### src/rtl/uart_tx_arbiter.sv
// uart_tx_arbiter
//   Round-robin arbiter that shares one UART transmitter among NREQ byte
//   sources. A winner keeps the grant (packet lock) until it flags the last
//   byte, drops its request, or has sent MAX_BURST bytes. Each byte is handed
//   to the transmitter with a one-cycle tx_start, and the frame is tracked
//   through tx_busy before the next byte is issued.
//
// Ports
//   clk       in   system clock, rising edge
//   rst_n     in   synchronous reset, active-low
//   req       in   [NREQ]   per-requester byte pending (held until acked)
//   req_data  in   [8*NREQ] byte for requester i at [8i+7:8i]
//   req_last  in   [NREQ]   pending byte ends the packet
//   grant     out  [NREQ]   one-hot current owner, zero when free
//   ack       out  [NREQ]   one-cycle pulse when the owner's byte is taken
//   tx_data   out  [8]      byte to the transmitter
//   tx_start  out           one-cycle start pulse to the transmitter
//   tx_busy   in            transmitter frame in progress
//   idle      out           high in IDLE with no grant
module uart_tx_arbiter #(
  parameter int NREQ      = 4,
  parameter int MAX_BURST = 16
) (
  input  logic              clk,
  input  logic              rst_n,
  input  logic [NREQ-1:0]   req,
  input  logic [8*NREQ-1:0] req_data,
  input  logic [NREQ-1:0]   req_last,
  output logic [NREQ-1:0]   grant,
  output logic [NREQ-1:0]   ack,
  output logic [7:0]        tx_data,
  output logic              tx_start,
  input  logic              tx_busy,
  output logic              idle
);

  localparam int          IW     = (NREQ > 1) ? $clog2(NREQ) : 1;
  localparam int unsigned NREQ_U = NREQ;

  typedef enum logic [1:0] {IDLE, SEND, WAIT_HI, WAIT_LO} state_t;

  state_t          state, state_n;
  logic [NREQ-1:0] grant_n, ack_n;
  logic [7:0]      tx_data_n;
  logic            tx_start_n, idle_n;
  logic [IW-1:0]   ptr, ptr_n, owner, owner_n;
  logic [7:0]      burst_cnt, burst_cnt_n;
  logic            last_flag, last_flag_n;
  logic            hi_cnt, hi_cnt_n;

  logic [IW-1:0]   winner;
  logic            found;
  logic [NREQ-1:0] winner_oh;

  // Search ptr+1, ptr+2, ... modulo NREQ; the first requester hit wins.
  always_comb begin
    winner    = '0;
    found     = 1'b0;
    winner_oh = '0;
    for (int unsigned k = 1; k <= NREQ_U; k++) begin
      int unsigned cand;
      cand = (32'(ptr) + k) % NREQ_U;
      if (!found && req[IW'(cand)]) begin
        found  = 1'b1;
        winner = IW'(cand);
      end
    end
    winner_oh[winner] = 1'b1;
  end

  always_comb begin
    state_n     = state;
    grant_n     = grant;
    ack_n       = '0;
    tx_data_n   = tx_data;
    tx_start_n  = 1'b0;
    idle_n      = idle;
    ptr_n       = ptr;
    owner_n     = owner;
    burst_cnt_n = burst_cnt;
    last_flag_n = last_flag;
    hi_cnt_n    = hi_cnt;

    unique case (state)
      IDLE: begin
        if (found) begin
          grant_n     = winner_oh;
          owner_n     = winner;
          burst_cnt_n = '0;
          idle_n      = 1'b0;
          state_n     = SEND;
        end
      end
      SEND: begin
        if (!req[owner]) begin
          grant_n = '0;
          ptr_n   = owner;
          idle_n  = 1'b1;
          state_n = IDLE;
        end else if (!tx_busy) begin
          tx_data_n   = req_data[8*owner +: 8];
          tx_start_n  = 1'b1;
          ack_n       = grant;
          last_flag_n = req_last[owner];
          burst_cnt_n = burst_cnt + 8'd1;
          hi_cnt_n    = 1'b0;
          state_n     = WAIT_HI;
        end
      end
      WAIT_HI: begin
        // A transmitter that never raises busy is treated as already done
        // after two cycles so the arbiter cannot hang here.
        if (tx_busy || hi_cnt) begin
          state_n = WAIT_LO;
        end else begin
          hi_cnt_n = 1'b1;
        end
      end
      WAIT_LO: begin
        if (!tx_busy) begin
          if (last_flag || (burst_cnt == 8'(MAX_BURST))) begin
            grant_n = '0;
            ptr_n   = owner;
            idle_n  = 1'b1;
            state_n = IDLE;
          end else begin
            state_n = SEND;
          end
        end
      end
      default: state_n = IDLE;
    endcase
  end

  always_ff @(posedge clk) begin
    if (!rst_n) begin
      state     <= IDLE;
      grant     <= '0;
      ack       <= '0;
      tx_data   <= '0;
      tx_start  <= 1'b0;
      idle      <= 1'b1;
      ptr       <= IW'(NREQ - 1);
      owner     <= '0;
      burst_cnt <= '0;
      last_flag <= 1'b0;
      hi_cnt    <= 1'b0;
    end else begin
      state     <= state_n;
      grant     <= grant_n;
      ack       <= ack_n;
      tx_data   <= tx_data_n;
      tx_start  <= tx_start_n;
      idle      <= idle_n;
      ptr       <= ptr_n;
      owner     <= owner_n;
      burst_cnt <= burst_cnt_n;
      last_flag <= last_flag_n;
      hi_cnt    <= hi_cnt_n;
    end
  end

endmodule
### config.mk
export PLATFORM = sky130hd
export DESIGN_NAME = uart_tx_arbiter
export DESIGN_NICKNAME = d
export VERILOG_FILES = /design/src/rtl/uart_tx_arbiter.sv
export SDC_FILE = /design/constraint.sdc
export NUM_CORES = 1
export LEC_CHECK = 0
export BUFFER_PORTS_ARGS = -buffer_cell sky130_fd_sc_hd__buf_4
export CAP_MARGIN = 20
export CORE_ASPECT_RATIO = 1.2
export CORE_UTILIZATION = 45
export DETAILED_ROUTE_END_ITERATION = 8
export PLACE_DENSITY = 0.7
export SYNTH_ARGS = -nofsm -noshare
export SYNTH_HDL_FRONTEND = slang
export SYNTH_SLANG_ARGS = --single-unit
### constraint.sdc
create_clock -name clk -period 2.5 [get_ports clk]
set_input_delay 0.25 -clock clk [delete_from_list [all_inputs] [get_ports clk]]
set_output_delay 0.25 -clock clk [all_outputs]
set_load 0.03 [all_outputs]
# After elaboration in Yosys (flattened, before gate mapping)
# Cells that the tools add are included.
[totals] ff_bits=34 in_bits=43 output_inout_bits=18 word_cells=116
[classes] n_addsub=5 n_lt_le_gt_ge=7 n_eq_ne=13 n_shift=1 mux=52 bitwise=4 n_reduce_logical=23
[op_table] operator="32-bit by 6-bit variable part select with 8-bit output" n=1
[op_table] operator="2-bit 2-to-1 mux" n=12
[op_table] operator="8-bit 2-to-1 mux" n=3
[op_table] operator="1-bit 2-to-1 mux" n=20
[op_table] operator="2-bit by 3-bit < comparator with 1-bit output, second input constant" n=6
[op_table] operator="4-bit 2-to-1 mux" n=4
[op_table] operator="2-bit != test, second input constant" n=8
[op_table] operator="8-bit case mux with 2 select lines" n=1
[op_table] operator="4-bit AND reduction" n=4
[op_table] operator="1-bit binary-select mux with 2-bit select" n=6
[op_table] operator="4-bit case mux with 3 select lines" n=1
[op_table] operator="8-bit by 1-bit adder with 8-bit output, second input constant" n=1
[op_table] operator="8-bit by 5-bit == test with 1-bit output, second input constant" n=1
[op_table] operator="2-bit case mux with 4 select lines" n=1
[op_table] operator="3-bit AND reduction" n=2
[op_table] operator="2-bit nonzero test" n=3
[op_table] operator="5-bit AND reduction" n=1
[op_table] operator="2-bit by 1-bit adder with 2-bit output, second input constant" n=2
[op_table] operator="2-bit adder, second input constant" n=2
[op_table] operator="2-bit == test, second input constant" n=2
[op_table] operator="1-bit logical AND" n=4
[op_table] operator="1-bit NOT" n=4
[op_table] operator="2-bit case mux with 2 select lines" n=1
[op_table] operator="4-bit OR reduction" n=1
[op_table] operator="other kinds (11)" n=14

# Logic depth before layout (Yosys ltp)
[logic_depth] depth_word=19 mapped_depth=6 depth_no_buf=6

# Least setup slack after synthesis
# No wires, ideal clock.
[synth_timing] path_type="register to register" from="reg with a tool-made name" to="reg burst_cnt[4]" setup_ps=70 arrival_ps=1637 t_required_ps=2430 slack_ps=793 path_stages_with_launch=6 synth_period_minus_slack_ps=1707 cell_sequence="dfxtp_1 -> buf_6 -> or3b_4 -> o22a_4 -> or4_1 -> a21oi_1"
[synth_rtl] element="to (signal assigned)" line="157" rtl="burst_cnt <= burst_cnt_n;"
[synth_rtl] element="to (decl)" line="47" rtl="logic [7:0] burst_cnt, burst_cnt_n;"

# Worst setup path in the final report
[layout_timing] from="reg state[0]" to="reg burst_cnt[3]"
[layout_between] elab_chain_cells=3 elab_cells_between_ends=8 classes_between="eq/ne (4); mux (1); reduce/logical (3)"
[layout_lines] element="from (decl)" line="42" rtl="state_t state, state_n;"
[layout_lines] element="from (signal assigned)" line="149" rtl="state <= state_n;"
[layout_lines] element="2-bit by 1-bit == test with 1-bit output or 2-bit logical NOT (tied branches)" line="84" rtl="unique case (state)"
[layout_lines] element="2-bit != test (no source line) or 2-bit nonzero test (tied branches)"
[layout_lines] element="4-bit AND reduction (no source line)"
# Several ways; a longest one is shown, not always the timed one.
# A chain may end at the register's enable or synchronous reset.

==> flow_summary.toml <==
[die]
die_w_um = 59.66
die_area_um2 = 4247
core_area_um2 = 3724
rows = 24
die_y_um = 71.20
start_util_pct = 48.22
io_pins = 61

[drt]
wl_per_cell_um = 15.09
ant_nets = 0
drc = 0
drt_iter0_markers = 85
wl_um = 4707
first_pass_iters = 4
via_per_inst = 5.590
routed-via-count = 1744

[critical_path]
r2r_end = "burst_cnt[3]$_SDFFE_PN0P_"
r2r_cells = 4
regToRegStartpoint = "state[0]$_SDFFE_PN0P_"
critPathSlowestCell = "dfxtp_1"
arrival_ns = 2.27
cp-start-kind = "flip-flop"
crit_path_end_kind = "flip-flop"
reg2reg_slack_ns = 0.45
cp.required_ns = 2.72
crit_type = "flip-flop to flip-flop"
crit_chain = "or3b_4 -> o22a_4 -> or4_1 -> a21oi_1"
slowest_delay_ns = 0.54
critPathMaxFanout = 26

[timing]
min_period_ns = 2.051
slew_violations = 0
fin_skew_ns = 0.004317
max_freq_mhz = 487.5
maxSlewHeadroom_pct = 57.19
hold_violations = 0
finalCritPeriodShare_pct = 82.05
tns_ns = 0
layout_setup_ws_ns = 0.4487
worst_slew_pin_slew_ns = 0.6398
rsz0062_at_grt = "false"
finalSetupViolCount = 0

[clock_network]
cts.sinks = 34
clk-insertion-delay-late_ns = 0.29
postCtsSetupBuffers = 0
post_cts_resized = 0
clockBufferDepth = 2
root_buffer = "clkbuf_8"
htree_levels = 2
cts_buffers = 5
cts.clk_slew.worst_paths_ns = 0.07
cts_tree = "done"
cts_hold_buf = 0

[yosys]
synth_area_leaders = "dfxtp_1 38%, mux4_2 11%, a21oi_1 6.1%"
netlist_area_um2 = 1795
synth_cell_types = 43
yosysTopAreaCellShare_pct = 37.91
synth_edf_count = 0
synth-main-ff-cell = "dfxtp_1"
yosys.area.top_type = "dfxtp_1"
syn_area_per_cell_um2 = 8.977
ys_seq_elements = 34
ys_seq_area_share_pct = 37.91
async_flop_share_pct = 0
synth_nets = 245
syn_inst = 200
yosys_warnings = 0

[cells_and_area]
multi_input_area_um2 = 1023
layout_commonest_cell = "buf_4"
fillers = 357
nets = 304
fin_area_um2 = 2379
post-route-util_pct = 63.88
drive_gt1_share_pct = 31.92
seq_area_um2 = 680.7
syn_to_final_growth_pct = 32.47
diodes = 0
final_cell_mix = "64 x buf_4, 34 x dfxtp_1, 22 x a21oi_1"

[place]
dp_hpwl_um = 3681
gp_congestion = 0.8134
place_area_um2 = 2287
dp_slack_ns = 0.4672
numPortBuffers = 60

[grt]
grt_max_degree = 27
track_usage_pct = 23.76
gr-total-overflow = 0
antenna_found_initial = 0
grt_pass1_wl_um = 7569
grt_pass1_vias = 1613

[power]
power.density_nw_per_um2 = 620.7
p_leak_nw = 0.9292
peakVddDrop_mv = 0.4618

[min_path]
min_to = "ptr[1]$_SDFFE_PN1P_"
hold_depth = 2
hp-start = "rst_n"
hp-class = "input port to flip-flop"

[run]
drv_cap = 0

[outcome]
status = "completed"
## report_power, final
group          switching [W]  internal (W)  total (W)
Combinational       0.000243      0.000205   0.000448
Clock               0.000193      0.000222   0.000415
Sequential         0.0000326      0.000581   0.000614
Total               0.000468       0.00101    0.00148
## metal layers
layer | vias up | wire length [um] | track usage (%)
li1 | 883 | - | -
met4 | 0 | 82 | 8.010
met2 | 39 | 2447 | 38.40
met5 | - | 0 | 0
met1 | 811 | 2008 | 29.86
met3 | 11 | 168 | 6.947
## synth_stat cells, types with 5 or more instances
| cell type | n |
|---|---|
| or4_1 | 6 |
| nand4_1 | 5 |
| clkbuf_1 | 10 |
| o21ai_0 | 14 |
| o31ai_1 | 5 |
| nand2_1 | 15 |
| nor2_1 | 12 |
| inv_1 | 9 |
| nand3_1 | 13 |
| mux4_2 | 9 |
| dfxtp_1 | 34 |
| a21oi_1 | 22 |
## per-stage QoR
stage | total power, W | instances | hold WS (ns)
4_1_cts | 0.001488 | 312 | 0.2366
5_1_grt | 0.001555 | 312 | 0.2404
2_1_floorplan | 0.0009209 | 200 | 0.4277
3_5_place_dp | 0.001076 | 304 | 0.4557
3_3_place_gp | 0.001070 | 304 | 0.4577
6_report | 0.001476 | 312 | 0.2454
## final cells by class
type,instances,share of cell area (%)
clock buffer,7,3.630
clock inverter,1,0.2104
inverter,10,1.578
multi-input combinational,144,43.03
sequential,34,28.62
tap,52,2.735
timing repair buffer,64,20.20
## cells by family after synthesis
kind of cell               count (synthesis)  synth area share, %
buffers and inverters                     22                5.087
muxes                                     13                13.59
DFF                                       34                37.91
and+or+nand+nor                           68                19.79
AOI/OAI and AO/OA                         61                22.23
adders and majority gates                  2                1.394
## how the worst max path moves through the flow
stage	slack [ns]	cells past startpoint	from	end
3_3_place_gp	0.52	4	state[0]$_SDFFE_PN0P_	burst_cnt[6]$_SDFFE_PN0P_
2_1_floorplan	0.79	5	flip-flop	burst_cnt[4]$_SDFFE_PN0P_
6_report	0.45	4	state[0]$_SDFFE_PN0P_	burst_cnt[3]$_SDFFE_PN0P_
5_1_grt	0.33	4	state[0]$_SDFFE_PN0P_	burst_cnt[5]$_SDFFE_PN0P_
3_5_place_dp	0.47	4	state[0]$_SDFFE_PN0P_	burst_cnt[3]$_SDFFE_PN0P_
4_1_cts	0.46	4	state[0]$_SDFFE_PN0P_	burst_cnt[3]$_SDFFE_PN0P_
## critical path: cells and delay by family (launching register included)
kind / cells / cell delay, ns
simple gates: 2 / 0.96
flops: 1 / 0.54
compound gates: 2 / 0.48
## state kept, by name, indices dropped and copies added, names as in the netlist, named ones only
signal / count
owner: 2
hi_cnt: 1
idle: 1
tx_start: 1
grant: 4
ptr: 2
state: 1
burst_cnt: 8
tx_data: 8
last_flag: 1
ack: 4
Power figures use the tool's default switching activity.
